<file path="config.mk">
export PLATFORM = sky130hd
export DESIGN_NAME = bp_dma_seq_engine
export DESIGN_NICKNAME = d
export VERILOG_FILES = /design/src/rtl/bp_dma_pkg.sv /design/src/rtl/bp_dma_seq_buffer.sv /design/src/rtl/bp_dma_seq_engine.sv
export SDC_FILE = /design/constraint.sdc
export NUM_CORES = 1
export LEC_CHECK = 0
export ABC_AREA = 1
export BUFFER_PORTS_ARGS = -buffer_cell sky130_fd_sc_hd__buf_4
export CORE_ASPECT_RATIO = 0.75
export CORE_MARGIN = 2
export CORE_UTILIZATION = 47
export CTS_CLUSTER_SIZE = 40
export DETAILED_ROUTE_END_ITERATION = 7
export HOLD_SLACK_MARGIN = 0.03
export PLACE_DENSITY = 0.67
export SYNTH_ARGS = -nofsm -noshare
export SYNTH_HDL_FRONTEND = slang
export SYNTH_SLANG_ARGS = --single-unit
</file>
<file path="constraint.sdc">
create_clock -name clk_i -period 2.7 [get_ports clk_i]
set_clock_uncertainty 0.1 [all_clocks]
set_input_delay 0.54 -clock clk_i [delete_from_list [all_inputs] [get_ports clk_i]]
set_output_delay 0.54 -clock clk_i [all_outputs]
set_load 0.05 [all_outputs]
</file>
<file path="src/rtl/bp_dma_pkg.sv">
// Shared types for the DMA sequencer: FSM state encoding and a width-parameterised
// descriptor struct (base, stride, count) supplied as a macro.
`ifndef BP_DMA_PKG_SV
`define BP_DMA_PKG_SV

`define BP_DMA_DESC_S(addr_w, stride_w, count_w) \
    struct packed { \
        logic [addr_w-1:0]   base; \
        logic [stride_w-1:0] stride; \
        logic [count_w-1:0]  count; \
    }

package bp_dma_pkg;

    typedef enum logic [1:0] {
        e_idle = 2'd0,
        e_run  = 2'd1,
        e_done = 2'd2
    } bp_dma_seq_state_e;

endpackage

`endif

</file>
<file path="src/rtl/bp_dma_seq_buffer.sv">
// 1r1w FIFO holding returned read data until the write side retires it.
// The head is read straight from storage flops, so a word is visible the cycle after enqueue.
module bp_dma_seq_buffer #(
    parameter int width_p = 64,
    parameter int els_p   = 4
) (
    input  logic               clk_i,
    input  logic               reset_n_i,
    input  logic               enq_v_i,
    input  logic [width_p-1:0] enq_data_i,
    input  logic               deq_i,
    output logic [width_p-1:0] data_o,
    output logic               empty_o,
    output logic               full_o
);

    localparam int ptr_width_lp = $clog2(els_p);
    localparam logic [ptr_width_lp:0] ptr_one_lp = (ptr_width_lp + 1)'(1);

    // Pointers carry one extra wrap bit to tell full from empty.
    logic [ptr_width_lp:0] wptr_q, rptr_q;
    logic [width_p-1:0]    mem_q [els_p];

    always_ff @(posedge clk_i or negedge reset_n_i) begin
        if (!reset_n_i) begin
            wptr_q <= '0;
            rptr_q <= '0;
            for (int i = 0; i < els_p; i++) begin
                mem_q[i] <= '0;
            end
        end else begin
            if (enq_v_i) begin
                mem_q[wptr_q[ptr_width_lp-1:0]] <= enq_data_i;
                wptr_q <= wptr_q + ptr_one_lp;
            end
            if (deq_i) begin
                rptr_q <= rptr_q + ptr_one_lp;
            end
        end
    end

    assign data_o  = mem_q[rptr_q[ptr_width_lp-1:0]];
    assign empty_o = (wptr_q == rptr_q);
    assign full_o  = (wptr_q[ptr_width_lp] != rptr_q[ptr_width_lp])
                  && (wptr_q[ptr_width_lp-1:0] == rptr_q[ptr_width_lp-1:0]);

endmodule

</file>
<file path="src/rtl/bp_dma_seq_engine.sv">
// Strided copy sequencer: issues credit-limited reads, buffers the data in order and
// writes each word to the strided destination, reporting busy/done/err to the CSRs.
module bp_dma_seq_engine
    import bp_dma_pkg::*;
#(
    parameter int addr_width_p   = 32,
    parameter int data_width_p   = 64,
    parameter int stride_width_p = 32,
    parameter int count_width_p  = 32,
    parameter int buf_els_p      = 4
) (
    input  logic                      clk_i,
    input  logic                      reset_n_i,
    input  logic                      start_i,
    input  logic [addr_width_p-1:0]   rd_base_addr_i,
    input  logic [stride_width_p-1:0] rd_stride_i,
    input  logic [count_width_p-1:0]  rd_count_i,
    input  logic [addr_width_p-1:0]   wr_base_addr_i,
    input  logic [stride_width_p-1:0] wr_stride_i,
    input  logic [count_width_p-1:0]  wr_count_i,
    output logic [addr_width_p-1:0]   rd_req_addr_o,
    output logic                      rd_req_v_o,
    input  logic                      rd_req_ready_and_i,
    input  logic [data_width_p-1:0]   rd_resp_data_i,
    input  logic                      rd_resp_v_i,
    output logic                      rd_resp_ready_and_o,
    output logic [addr_width_p-1:0]   wr_req_addr_o,
    output logic [data_width_p-1:0]   wr_req_data_o,
    output logic                      wr_req_v_o,
    input  logic                      wr_req_ready_and_i,
    output logic                      busy_o,
    output logic                      done_o,
    output logic                      err_o
);

    localparam int credit_width_lp = $clog2(buf_els_p) + 1;
    localparam logic [credit_width_lp-1:0] credit_one_lp = credit_width_lp'(1);
    localparam logic [count_width_p-1:0]   count_one_lp  = count_width_p'(1);

    typedef `BP_DMA_DESC_S(addr_width_p, stride_width_p, count_width_p) desc_s;

    // Latched descriptors double as cursors: base advances and count falls as words move.
    bp_dma_seq_state_e          state_q, state_d;
    desc_s                      rd_q, rd_d, wr_q, wr_d;
    logic [credit_width_lp-1:0] credits_q, credits_d;
    logic                       err_q, err_d;

    logic                       rd_hs, wr_hs, resp_hs;
    logic                       buf_empty, buf_full;
    logic [data_width_p-1:0]    buf_data;

    assign rd_req_v_o          = (state_q == e_run) && (rd_q.count != '0) && (credits_q != '0);
    assign rd_req_addr_o       = rd_q.base;
    assign rd_resp_ready_and_o = (state_q == e_run);
    assign wr_req_v_o          = !buf_empty;
    assign wr_req_addr_o       = wr_q.base;
    assign wr_req_data_o       = buf_data;
    assign busy_o              = (state_q != e_idle);
    assign done_o              = (state_q == e_done);
    assign err_o               = err_q;

    assign rd_hs   = rd_req_v_o && rd_req_ready_and_i;
    assign wr_hs   = wr_req_v_o && wr_req_ready_and_i;
    assign resp_hs = rd_resp_v_i && rd_resp_ready_and_o;

    always_comb begin
        state_d   = state_q;
        rd_d      = rd_q;
        wr_d      = wr_q;
        credits_d = credits_q;
        err_d     = err_q;
        unique case (state_q)
            e_idle: begin
                if (start_i) begin
                    if (rd_count_i != wr_count_i) begin
                        err_d = 1'b1;
                    end else begin
                        err_d = 1'b0;
                        if (rd_count_i == '0) begin
                            state_d = e_done;
                        end else begin
                            rd_d.base   = rd_base_addr_i;
                            rd_d.stride = rd_stride_i;
                            rd_d.count  = rd_count_i;
                            wr_d.base   = wr_base_addr_i;
                            wr_d.stride = wr_stride_i;
                            wr_d.count  = wr_count_i;
                            credits_d   = credit_width_lp'(buf_els_p);
                            state_d     = e_run;
                        end
                    end
                end
            end
            e_run: begin
                if (rd_hs) begin
                    rd_d.base  = rd_q.base + addr_width_p'(rd_q.stride);
                    rd_d.count = rd_q.count - count_one_lp;
                end
                if (wr_hs) begin
                    wr_d.base  = wr_q.base + addr_width_p'(wr_q.stride);
                    wr_d.count = wr_q.count - count_one_lp;
                    if (wr_q.count == count_one_lp) begin
                        state_d = e_done;
                    end
                end
                // A read issued and a write retired in the same cycle cancel out.
                if (rd_hs && !wr_hs) begin
                    credits_d = credits_q - credit_one_lp;
                end else if (wr_hs && !rd_hs) begin
                    credits_d = credits_q + credit_one_lp;
                end
            end
            e_done: begin
                state_d = e_idle;
            end
            default: begin
                state_d = e_idle;
            end
        endcase
    end

    always_ff @(posedge clk_i or negedge reset_n_i) begin
        if (!reset_n_i) begin
            state_q   <= e_idle;
            rd_q      <= '0;
            wr_q      <= '0;
            credits_q <= '0;
            err_q     <= 1'b0;
        end else begin
            state_q   <= state_d;
            rd_q      <= rd_d;
            wr_q      <= wr_d;
            credits_q <= credits_d;
            err_q     <= err_d;
        end
    end

    bp_dma_seq_buffer #(
        .width_p (data_width_p),
        .els_p   (buf_els_p)
    ) u_buf (
        .clk_i      (clk_i),
        .reset_n_i  (reset_n_i),
        .enq_v_i    (resp_hs),
        .enq_data_i (rd_resp_data_i),
        .deq_i      (wr_hs),
        .data_o     (buf_data),
        .empty_o    (buf_empty),
        .full_o     (buf_full)
    );

    // Credits bound outstanding reads to the buffer depth, so a full buffer never sees an enqueue.
    always_ff @(posedge clk_i) begin
        if (reset_n_i) begin
            assert (!(resp_hs && buf_full));
        end
    end

endmodule

</file>
## Yosys cells after proc, flatten, opt, wreduce, memory -nomap -nowiden

Index checks and enable logic that the tools add are counted.

- Add/subtract/negate cells: 8
- Eq/ne operators: 12
- Magnitude comparators: 3
- Multiplexer cells: 33
- Multiply operators: 0
- Divide/modulo/power cells: 0
- Reduce and logical (&&, ||, !) cells: 23
- Shift operators: 0
- Bitwise gates (word level): 4

Operators by type and width:

| kind | count |
|---|---|
| $mux W96 | 6 |
| $bwmux W256 | 1 |
| $pmux W32 S2 | 4 |
| $mux W64 | 3 |
| $bmux W64 S2 | 1 |
| $demux W64 S2 | 1 |
| $mux W32 | 4 |
| $add A32 B32 Y32 | 2 |
| $sub A32 B1 Y32 const B | 2 |
| $eq A32 B1 Y1 const B | 1 |
| $logic_not A32 Y1 | 1 |
| $ne A32 B32 Y1 | 1 |
| $reduce_bool A32 Y1 | 1 |
| $mux W3 | 5 |
| $reduce_and A5 Y1 | 3 |
| $mux W2 | 5 |
| $add A3 B1 Y3 const B | 3 |
| $logic_and A1 B1 Y1 | 8 |
| $reduce_and A4 Y1 | 2 |
| $ge A3 B3 Y1 const B | 2 |
| $ne A2 B1 Y1 const B | 3 |
| $ne A2 B2 Y1 const B | 3 |
| $not A2 Y3 | 2 |
| $pmux W3 S2 | 1 |
| other kinds (14) | 18 |

- Flip-flop bits (word level): 460
- Word-level logic and storage cells: 98
- Bits in latches: 0
- ROM bits: 0
- Input bits: 262
- Bits in writable memories: 0
- Memories: 0

## Logic depth before layout (Yosys ltp)

Gate-level depths: netlist of run 1.

- Depth after elaboration: 9
- Mapped depth: 16
- Depth with buffers taken out: 16

## Hierarchy

From an unflattened synthesis of run 1, not the netlist that was laid out.

- Cells, all modules: 4463
- Area total of the unflattened synthesis: 29781.1 um2

Modules (own cells, without submodules):

| module | sequential area each (um2) | times used | area each (um2) | cells an instance |
|---|---|---|---|---|
| bp_dma_seq_engine | 4954.8 | 1 | 17505.5 | 2982 |
| bp_dma_seq_buffer | 6556.3 | 1 | 12275.5 | 1481 |

## Worst setup path before layout of run 1

Ideal clock, no wire load.

- Path type: register to output
- Start: reg u_buf.rptr_q[0]
- End: out wr_req_data_o[46]
- Path slack: -0.035 ns
- Cell stages (with the launch flop): 7
- Data required time: 2.060 ns
- Arrival: 2.095 ns
- Path buffers: 3
- Cells stage by stage: dfrtp_1 > clkbuf_1 > inv_1 > clkbuf_1 > clkbuf_1 > nor2_1 > o22ai_1

- Cells in the longest elaborated chain, start to end: 4

RTL lines:

| what | RTL line | text |
|---|---|---|
| start, declared | bp_dma_seq_buffer.sv:21 | `logic [ptr_width_lp:0] wptr_q, rptr_q;` |
| start signal, assigned | bp_dma_seq_buffer.sv:37 | `rptr_q <= rptr_q + ptr_one_lp;` |
| $not A2 Y3 (implied by the code) | bp_dma_seq_buffer.sv:42 | `assign data_o = mem_q[rptr_q[ptr_width_lp-1:0]];` |
| $bmux W64 S2 | bp_dma_seq_buffer.sv:42 |  |
| $mux W64 (implied by the code) (2 in a row) | bp_dma_seq_buffer.sv:42 |  |
| end, declared | bp_dma_seq_engine.sv:28 | `output logic [data_width_p-1:0] wr_req_data_o,` |

Every way passes these cells. The select of a mux whose other input is x is not followed.

## Worst setup path after layout of run 1

- Start: reg u_buf.rptr_q[0]
- End: out wr_req_data_o[41]

Same word-level chain as after synthesis.

==> metrics.md, run 1 <==
| Metric | Value |
|---|---|
| Bufs and invs on worst path | `3` |
| Syn Nets | `4517` |
| Post-synthesis compound-gate area fraction | `0.114` |
| Startpoint Class | `flip-flop` |
| Combinational family with the most area after synthesis | `simple AND/OR/NAND/NOR gates` |
| Die H | `between 200 and 250 um` |
| Clock share of power | `0.191` |
| Synth Area in Simple Gates | `0.325` |
| Switching part of the total | `0.447` |
| Number of global-route vias before repair | `around 26000` |
| Final ANT Viol Nets | `0` |
| Area taken by multi-input logic gates | `approximately 14000 um^2` |
| Setup TNS | `-79.7 ps` |
| Critical path peak fanout | `19` |
| RSZ-0062 raised after global routing | `true` |
| Port Buf Inserts | `395` |
| Max_slew headroom | `0.563` |
| DRC viols | `0` |
| Status | `complete, but fails checks` |
| Clock root cell | `clkbuf_16` |
| Async S/R FF share, synth | `1.00` |
| Sequential share of power | `0.298` |
| CTS tree | `yes` |
| Clock tree buffer depth | `3` |
| Final worst path period need | `between 2000 and 3000 ps` |
| Failing checks | `setup timing` |
| Total CTS buffers | `48` |
| Final period util | `1.02` |
| Vias/cell | `roughly 5.3` |
| Sequential-to-total area share from yosys stat | `0.406` |
| # rows | `a little under 80` |
| Core box area | `around 60000 um^2` |
| Max-slew violations | `0` |
| Syn-to-layout area delta | `23.6%` |
| Worst-path clk slew | `around 60 ps` |
| Logic pwr share | `0.510` |
| CP endpoint kind | `output pin` |
| Synth top area cells | `dfrtp_1 41%, nand2_1 20%, o21ai_0 7.7%` |
| Final #Nets | `~4800` |
| Hold Crit Class | `input port to flip-flop` |
| Worst Setup SP | `u_buf.rptr_q[0]` |
| GR Overflow Total | `0` |
| Warnings, synthesis | `0` |
| Routability Congestion | `between 0.9 and 1` |
| Initial core utilization | `0.478` |
| Clock sink count | `460` |
| Most frequent cells in the layout | `1534 x nand2_1, 454 x dfrtp_1, 434 x buf_4` |
| CP required | `~2000 ps` |
| Adder-Cell Fraction of Synth Area | `0.0330` |
| Setup violations, final | `4` |
| Peak Freq | `about 360 MHz` |
| Routed WL per cell | `18.1 um` |
| Io pins | `about 400` |
| Die width | `between 200 and 300 um` |
| Max incr delay on CP | `between 500 and 600 ps` |
| Post-Synth XOR/XNOR Area | `0.0204` |
| Non-Filler Instances | `roughly 5300` |
| CP arrival | `2100 ps` |
| Fin. Hold Viols | `0` |
| DR iter-0 viols | `about 2600` |
| Min-delay src | `rd_stride_i[0]` |
| Crit path max-delay cell type | `dfrtp_4` |
| Syn Std Cell Area | `between 20000 and 30000 um^2` |
| Gate Count Post-Synth | `approximately 4200` |
| Sw Pwr | `around 16 mW` |
| Max cap viols | `0` |
| Synth unique cells | `38` |
| Number of synthesized flops with an enable pin | `0` |
| Share of post-route cells with drive strength above 1 | `0.161` |
| Yosys top cell area share | `0.406` |
| Syn Area/Cell | `roughly 6.8 um^2` |
| Setup ws final | `-41.9 ps` |
| Post-synthesis mux area share | `0.000398` |
| Die area | `just over 60000 um^2` |
| Worst setup path class | `flip-flop to output pin` |
| Internal power | `20.2 mW` |
| Largest net degree at the start of global routing | `around 130` |
| Reg area | `roughly 12000 um^2` |
| Pwr dens | `about 1000 nW/um^2` |
| Total track usage | `0.296` |
| CP top delay family | `buffers and inverters` |
| Ys flop type | `dfrtp_1` |
| DRT Pass-1 Iters | `6` |
| FF+latch count, synth | `460` |
| Placed insts | `roughly 5200` |
| WL final | `96.8 mm` |
| Routed via count | `between 20000 and 30000` |
| Pleak | `approximately 19 nW` |
| Clock Latency Late Sink | `610 ps` |
| Most common cell after layout, fill and taps aside | `nand2_1` |
| CTS H-tree lvls | `2` |
| Cells along the critical path | `buf_12 > buf_16 > o21ai_0 > o22ai_1 > buf_4` |
| HPWL after detailed placement | `roughly 66 mm` |
| Initial antenna violation count | `7` |
| Fillers | `roughly 5600` |
| Biggest area consumer among synthesized cells | `dfrtp_1` |
| First-pass GRT wire length | `147 mm` |
| Worst slew pin tran | `about 660 ps` |
| Peak supply drop | `around 1.0 mV` |
| RR Startpoint | `rd_q[0]` |
-- cells by family after synthesis --
logic type / after synthesis
AOI/OAI and AO/OA: 622
buffers and inverters: 671
xor gates and xnor gates: 66
DFF: 460
adders and majority gates: 73
muxes: 1
and+or+nand+nor: 2289
-- cells in the mapped netlist (2+ instances only) --
cell	instances
nand2_1	1540
dfrtp_1	460
o21ai_0	435
inv_1	407
nor2_1	396
nand3_1	253
clkbuf_1	130
a21oi_1	79
buf_4	78
ha_1	70
o22ai_1	64
nand4_1	41
xnor2_1	39
buf_2	37
o21ai_1	33
xor2_1	27
nand3b_1	18
nor3_1	13
buf_1	9
inv_2	8
and2_1	6
nor2_2	6
a21o_1	4
or2_2	4
fa_1	3
nand2_2	3
nor2_4	3
o21bai_1	3
a21boi_0	2
clkinv_1	2
nand3_2	2
-- power by group through the flow --
stage               Clock, mW  Combinational [mW]  Sequential (mW)
finish                   6.99                18.6             10.9
global route             7.43                20.2             11.2
CTS                      7.11                17.1             10.8
detailed placement          0                16.3             10.8
global placement            0                16.1             10.8
floorplan                   0                11.7             10.4
-- metal layers --
layer / part of all wire / vias up / track usage / wire length (um)
met2: 0.45 / 999 / 0.458 / 43300
met3: 0.071 / 171 / 0.0447 / 6840
met1: 0.45 / 13300 / 0.424 / 43800
met5: 0.00013 / - / 0 / 13
met4: 0.030 / 2 / 0.0967 / 2930
li1: - / 13800 / - / -
-- registers in the layout (all words and copies together) (netlist names) --
name / count
credits_q: 3
err_o: 1
rd_q: 64
rd_req_addr_o: 32
state_q: 2
u_buf.mem_q: 256
u_buf.rptr_q: 3
u_buf.wptr_q: 3
wr_q: 64
wr_req_addr_o: 32
-- path summary, 6_finish.rpt --
check / endpoint / slack (ps) / cells past startpoint
setup / recovery: wr_req_data_o[41] / -40 / 5
setup reg to reg: rd_q[14] / 80 / 19
hold / removal: rd_q[32] / 70 / 3
max in group asynchronous: u_buf.mem_q[94] / 1310 / 4
min in group asynchronous: rd_q[13] / 350 / 2
hold reg to reg: u_buf.mem_q[178] / 380 / 2
-- repair_timing --
action                                  in CTS  in global routing
resized for setup                           23                 96
endpoints found under the hold margin       36                  0
hold buffers                                 1                  0
setup buffers                               19                 12
endpoints found under the setup margin      66                 66
pin swaps                                    8                  8
gates cloned                                 3                 10
-- worst min-delay path: cells and delay by family --
| kind | cells | cell delay, ps |
|---|---|---|
| buffers and inverters | 1 | 80 |
| AND/OR/NAND/NOR | 2 | 120 |
-- through the flow --
step | total power [mW] | setup WS (ps) | cell area, um^2 | hold slack (ps) | utilization
after floorplan | 22.1 | 3.62 | 28600 | 144 | -
after global placement | 26.9 | 141 | 32500 | 358 | 0.548
after detailed placement | 27.1 | 117 | 32500 | 363 | 0.548
after CTS | 34.9 | -82.2 | 34400 | 36.4 | 0.581
after global routing | 38.8 | -82.9 | 35000 | 52.4 | 0.591
final | 36.5 | -41.9 | 35000 | 67.7 | 0.591
-- area by class of cell --
class	count	area share
multi-input cells	3051	0.412
inverters	417	0.0451
clock buffers	66	0.0391
diodes	6	0.000429
repair buffers	525	0.138
flip-flops and latches	460	0.329
well taps	790	0.0282
clock inverters	22	0.00794
Power figures use the tool's default switching activity.
==> inputs of run 2 (changes only) <==
ABC_AREA = 0   (was 1)
PLACE_DENSITY = 0.68   (was 0.67)
==> run 2 against run 1 <==
  * The run still ends with setup timing left
  * Power up 15%
  * Worst setup slack got worse by 200 ps
  * Fmax fell by 6.9%
  * Highest routed layer is now met4
==> metrics.md, run 2 <==
| Metric | Value |
|---|---|
| Peak supply drop | `approximately 1.1 mV` |
| HPWL after detailed placement | `around 57 mm` |
| CTS tree | `yes` |
| Hold Crit Class | `input port to flip-flop` |
| # rows | `73` |
| Sw Pwr | `about 18 mW` |
| Synth top area cells | `dfrtp_1 46%, mux2_2 12%, mux4_2 5.8%` |
| Failing checks | `setup timing` |
| Vias/cell | `just under 6` |
| Design area | `34700 um^2` |
| Ys flop type | `dfrtp_1` |
| Most frequent cells in the layout | `638 x buf_4, 458 x dfrtp_1, 284 x nand2_1` |
| Port Buf Inserts | `395` |
| Final ANT Viol Nets | `0` |
| Fillers | `just under 4000` |
| Synth unique cells | `80` |
| Regs by FF count | `u_buf.mem_q (256), rd_q (64), wr_q (64)` |
| Biggest area consumer among synthesized cells | `dfrtp_1` |
| Routability Congestion | `between 0.9 and 1` |
| Initial antenna violation count | `3` |
| Met2 usage | `0.477` |
| Placed insts | `~3600` |
| Syn-to-layout area delta | `38.8%` |
| Status | `complete, but fails checks` |
| M3 GR Usage | `0.0564` |
| Number of synthesized flops with an enable pin | `0` |
| Largest register FFs | `approximately 260` |
| Most common cell after layout, fill and taps aside | `buf_4` |
| DRT Pass-1 Iters | `6` |
| Yosys top cell area share | `0.460` |
| Io pins | `between 300 and 400` |
| Non-Filler Instances | `between 3000 and 4000` |
| Critical path peak fanout | `2` |
| Total track usage | `0.296` |
| Pwr dens | `roughly 1200 nW/um^2` |
| Switching part of the total | `0.425` |
| Warnings, synthesis | `0` |
| CP endpoint kind | `output pin` |
| Initial core utilization | `0.474` |
| Syn Area/Cell | `between 10 and 15 um^2` |
| Final worst path period need | `slightly below 3000 ps` |
| Synth top cells by count | `460 x dfrtp_1, 289 x nand2_1, 258 x mux2_2` |
| Clock share of power | `0.167` |
| Share of post-route cells with drive strength above 1 | `0.434` |
| FF+latch count, synth | `460` |
| CTS H-tree lvls | `2` |
| Setup violations, final | `between 70 and 80` |
| GR Overflow Total | `0` |
| Peak Freq | `around 340 MHz` |
| Setup TNS | `-5880 ps` |
| Sequential-to-total area share from yosys stat | `0.460` |
| Final period util | `1.09` |
| Largest net degree at the start of global routing | `89` |
| Syn Nets | `2701` |
| Clock tree buffer depth | `3` |
| CP required | `approximately 2100 ps` |
| Die area | `approximately 55000 um^2` |
| Cell Area, Placed | `~30000 um^2` |
| Gate Count Post-Synth | `2366` |
| Routed via count | `between 20000 and 25000` |
| Most frequent cell after synthesis | `dfrtp_1` |
| Internal power | `~24 mW` |
| Max cap viols | `0` |
| Startpoint Class | `flip-flop` |
| Max_slew headroom | `0.485` |
| DR iter-0 viols | `roughly 2000` |
| Clock sink count | `between 400 and 500` |
| Worst setup path class | `flip-flop to output pin` |
| Clock Latency Late Sink | `610 ps` |
| Die H | `204 um` |
| Core box area | `between 50000 and 60000 um^2` |
| Async S/R FF share, synth | `1.00` |
| Worst slew pin tran | `roughly 770 ps` |
| Met1 GRT Util | `0.401` |
| Worst-path clk slew | `60 ps` |
| Fin. Hold Viols | `0` |
| Clock root cell | `clkbuf_16` |
| First-pass GRT wire length | `~130 mm` |
| Syn Std Cell Area | `25000 um^2` |
| Setup ws final | `-246 ps` |
| CP arrival | `approximately 2300 ps` |
| DRC viols | `0` |
| Most Crowded Layer GR | `met2` |
| Number of global-route vias before repair | `~22000` |
| Max-slew violations | `0` |
| WL final | `between 80 and 90 mm` |
| RSZ-0062 raised after global routing | `true` |
| Routed WL per cell | `22.4 um` |
| Final #Nets | `3370` |
| Die width | `between 200 and 300 um` |
| Total CTS buffers | `48` |
| Pre-CTS setup slack | `-530 ps` |
| Pleak | `roughly 16 nW` |
| Sequential share of power | `0.267` |
| Biggest register | `u_buf.mem_q` |
| Total power | `roughly 42 mW` |
| Logic pwr share | `0.566` |
run 2: cell count changes in the layout (fill, tap and decap cells not counted), moves of 204 or more:
cell	change
nand3_1	-216
nand2_1	-1250
nor2_1	-208
inv_1	-370
o21ai_0	-288
mux2_2	+257
buf_4	+204
run 2: worst max-delay path: stages, from the launching register on:
cell and delay, ps:
dfrtp_1 380, or3_4 390, or3_4 340, nor3_4 150
buf_12 140, a31oi_4 100, buf_8 210
run 2: logic make-up after synthesis:
kind of cell	after synthesis	synth area share
flops	460	0.460
xor+xnor	84	0.0294
simple gates	662	0.118
compound gates	528	0.131
fa+ha+maj	73	0.0374
buf+inv	226	0.0454
mux	333	0.178
run 2: stage by stage:
step / hold WS, ps / utilization
floorplan: 144 / -
global route: 36.5 / 0.658
CTS: 32.2 / 0.644
finish: 54.9 / 0.658
detailed placement: 360 / 0.580
global placement: 357 / 0.580
run 2: final timing paths:
path                            slack [ps]           endpoint  cells past startpoint       startpoint
worst max-delay path                  -250         rd_req_v_o                      6         rd_q[21]
min in group asynchronous              400           rd_q[58]                      2        reset_n_i
worst min-delay path                    50           rd_q[50]                      3  rd_stride_i[18]
worst min register to register         380           wr_q[35]                      2         wr_q[35]
max in group asynchronous             1160    u_buf.mem_q[15]                      3        reset_n_i
worst max register to register        -180  rd_req_addr_o[24]                     12         rd_q[32]
run 2: area by class of cell:
cell class                 instances  area, um^2  share of cell area
multi-input combinational       1681       13300               0.383
sequential                       460       11500               0.332
timing repair buffer             808        7200               0.207
clock buffer                      68        1400              0.0402
tap                              712         891              0.0256
clock inverter                    16         270             0.00778
inverter                          36         138             0.00396
antenna                            3        7.51            0.000216
run 2: power by group through the flow:
stage / logic (mW) / registers [mW] / clock network [mW]
final: 23.9 / 11.3 / 7.05
after global routing: 25.1 / 11.5 / 7.44
after CTS: 23.2 / 11.1 / 7.14
after detailed placement: 20.7 / 11.2 / 0
after global placement: 20.3 / 10.9 / 0
after floorplan: 14.4 / 10.7 / 0
run 2: routing by layer:
metal | part of all wire | up-vias
li1 | - | 9881
met4 | 0.036 | 0
met1 | 0.42 | 11100
met3 | 0.066 | 191
met5 | 0 | -
met2 | 0.47 | 845
run 2: repair_timing:
action                                  4_1_cts  5_1_grt
hold buffers                                 41        0
endpoints found under the setup margin       99      152
resized for setup                           171      141
gates cloned                                 12        3
hold endpoints to repair                     76        0
buffers inserted                             32       26
pin swaps                                    49       83
==> inputs of run 3 (changes only) <==
TNS_END_PERCENT = 1   (was not set)
==> run 3 against run 2 <==
  * The run still ends with setup timing left
  * Power fell by 5.0%
  * Fmax fell by 0.29%
  * Global-route usage down 1.4 points
  * Die area is the same
  * Sequential power barely moved
  * Clock power is 5.7% higher
  * First-iteration DRC count down 9.8%
  * Clock-buffer cell count shrank 3
  * Hold slack better by 6.2 ps
  * Critical path depth is the same
  * Design area fell by 4.6%
  * Non-clock buffer count fell by 79
==> metrics.md, run 3 (synthesized netlist as in run 2, its figures left out) <==
| Metric | Value |
|---|---|
| Final #Nets | `~3300` |
| DR iter-0 viols | `1840` |
| Largest net degree at the start of global routing | `97` |
| Reg area | `about 12000 um^2` |
| Clock root cell | `clkbuf_16` |
| Core box area | `52800 um^2` |
| Clock tree buffer depth | `3` |
| Max-slew violations | `0` |
| Design area | `33200 um^2` |
| Worst slew pin tran | `between 800 and 900 ps` |
| Die H | `204 um` |
| HPWL after detailed placement | `56.9 mm` |
| Setup violations, final | `99` |
| Worst-path clk slew | `~60 ps` |
| Largest register FFs | `approximately 260` |
| Clock Latency Late Sink | `between 500 and 600 ps` |
| RSZ-0062 raised after global routing | `true` |
| Critical path peak fanout | `2` |
| Cells along the critical path | `or3_4 > or3_4 > nor3_4 > buf_12 > a31oi_4 > buf_8` |
| Syn-to-layout area delta | `32.5%` |
| WL final | `~80 mm` |
| Fillers | `4162` |
| Final worst path period need | `about 3000 ps` |
| Most frequent CP cell | `or3_4` |
| Hold path cells | `3` |
| CP arrival | `~2300 ps` |
| Most common cell after layout, fill and taps aside | `buf_4` |
| # rows | `73` |
| Hold Crit Class | `input port to flip-flop` |
| Bufs and invs on worst path | `2` |
| Fin. Hold Viols | `0` |
| Peak supply drop | `about 1.1 mV` |
| Biggest register | `u_buf.mem_q` |
| Initial core utilization | `0.474` |
| Crit path max-delay cell type | `dfrtp_1` |
| Total CTS buffers | `48` |
| Routed via count | `about 21000` |
| Max incr delay on CP | `between 300 and 400 ps` |
| GR Overflow Total | `0` |
| Routability Congestion | `0.992` |
| Initial antenna violation count | `2` |
| Peak Freq | `roughly 340 MHz` |
| Most frequent cells in the layout | `634 x buf_4, 458 x dfrtp_1, 287 x nand2_1` |
| Failing checks | `setup timing` |
| Share of post-route cells with drive strength above 1 | `0.399` |
| M1 WL | `around 34 mm` |
| Regs by FF count | `u_buf.mem_q (256), rd_q (64), wr_q (64)` |
| CTS H-tree lvls | `2` |
| WL met2 | `between 30 and 40 mm` |
| Max cap viols | `0` |
| DRC viols | `0` |
| Clock sink count | `between 400 and 500` |
| DR top layer | `met4` |
| Met3 WL | `4.80 mm` |
| Status | `complete, but fails checks` |
| Port Buf Inserts | `between 300 and 400` |
| CTS tree | `yes` |
| Cell Area, Placed | `30600 um^2` |
| Setup ws final | `-254 ps` |
| Vias/cell | `~5.7` |
| Layout Utilization | `0.628` |
| Worst Reg-to-Reg Cells | `11` |
| DRT Pass-1 Iters | `7` |
| CP endpoint kind | `output pin` |
| Crit. path cell count | `6` |
| Die width | `between 200 and 300 um` |
| Total track usage | `0.282` |
| Worst setup path class | `flip-flop to output pin` |
| Total power | `40.1 mW` |
| CP top delay family | `simple AND/OR/NAND/NOR gates` |
| CP required | `~2100 ps` |
| Final period util | `1.09` |
| Die area | `about 55000 um^2` |
| Io pins | `just under 400` |
| Number of global-route vias before repair | `between 20000 and 25000` |
| Pwr dens | `~1200 nW/um^2` |
| Pleak | `about 16 nW` |
| Startpoint Class | `flip-flop` |
| Routed WL per cell | `21.1 um` |
| Max_slew headroom | `0.418` |
| Area taken by multi-input logic gates | `12700 um^2` |
| First-pass GRT wire length | `between 100 and 150 mm` |
| Final ANT Viol Nets | `0` |
run 3: final timing paths:
path / from / endpoint / slack (ps)
worst min-delay path: rd_stride_i[4] / rd_q[36] / 60
min in group asynchronous: reset_n_i / rd_q[61] / 350
max in group asynchronous: reset_n_i / u_buf.mem_q[0] / 1250
worst min register to register: wr_q[34] / wr_q[34] / 370
worst max register to register: rd_q[20] / credits_q[2] / -170
worst max-delay path: rd_q[20] / rd_req_v_o / -250
run 3: repair_timing:
item	in CTS	in global routing
endpoints found under the hold margin	60	0
pin swaps	13	14
gates resized for setup	72	48
buffers inserted	2	2
hold buffers	25	0
endpoints found under the setup margin	104	181
run 3: tightest hold or removal path: cells and delay by family:
kind	cells	cell delay [ps]
simple gates	2	90
buf+inv	1	80
run 3: per-layer routing:
metal | vias to the layer above | global-route usage
met2 | 742 | 0.461
li1 | 9713 | -
met4 | 0 | 0.0896
met5 | - | 0
met3 | 167 | 0.0462
met1 | 10600 | 0.386
run 3: layout make-up:
type | count | area share
clock buffers | 65 | 0.0403
well taps | 712 | 0.0269
repair buffers | 729 | 0.184
inverters | 36 | 0.00415
flip-flops and latches | 460 | 0.347
diodes | 2 | 0.000151
multi-input cells | 1680 | 0.384
clock inverters | 22 | 0.0134
run 3: where the power goes:
| group | internal, mW | total, mW | switching [mW] |
|---|---|---|---|
| Sequential | 9.55 | 11.2 | 1.66 |
| Combinational | 9.08 | 21.4 | 12.3 |
| Clock | 4.56 | 7.45 | 2.90 |
| Total | 23.2 | 40.1 | 16.9 |
run 3: metrics by stage:
stage | std cells | hold slack (ps) | setup WS, ps | setup TNS [ps]
finish | 3706 | 61.1 | -254 | -6170
global route | 3705 | 45.0 | -319 | -17140
CTS | 3702 | 31.3 | -296 | -12330
detailed placement | 3588 | 361 | -615 | -89890
global placement | 3588 | 355 | -553 | -86370
floorplan | 2366 | 144 | -79.1 | -974
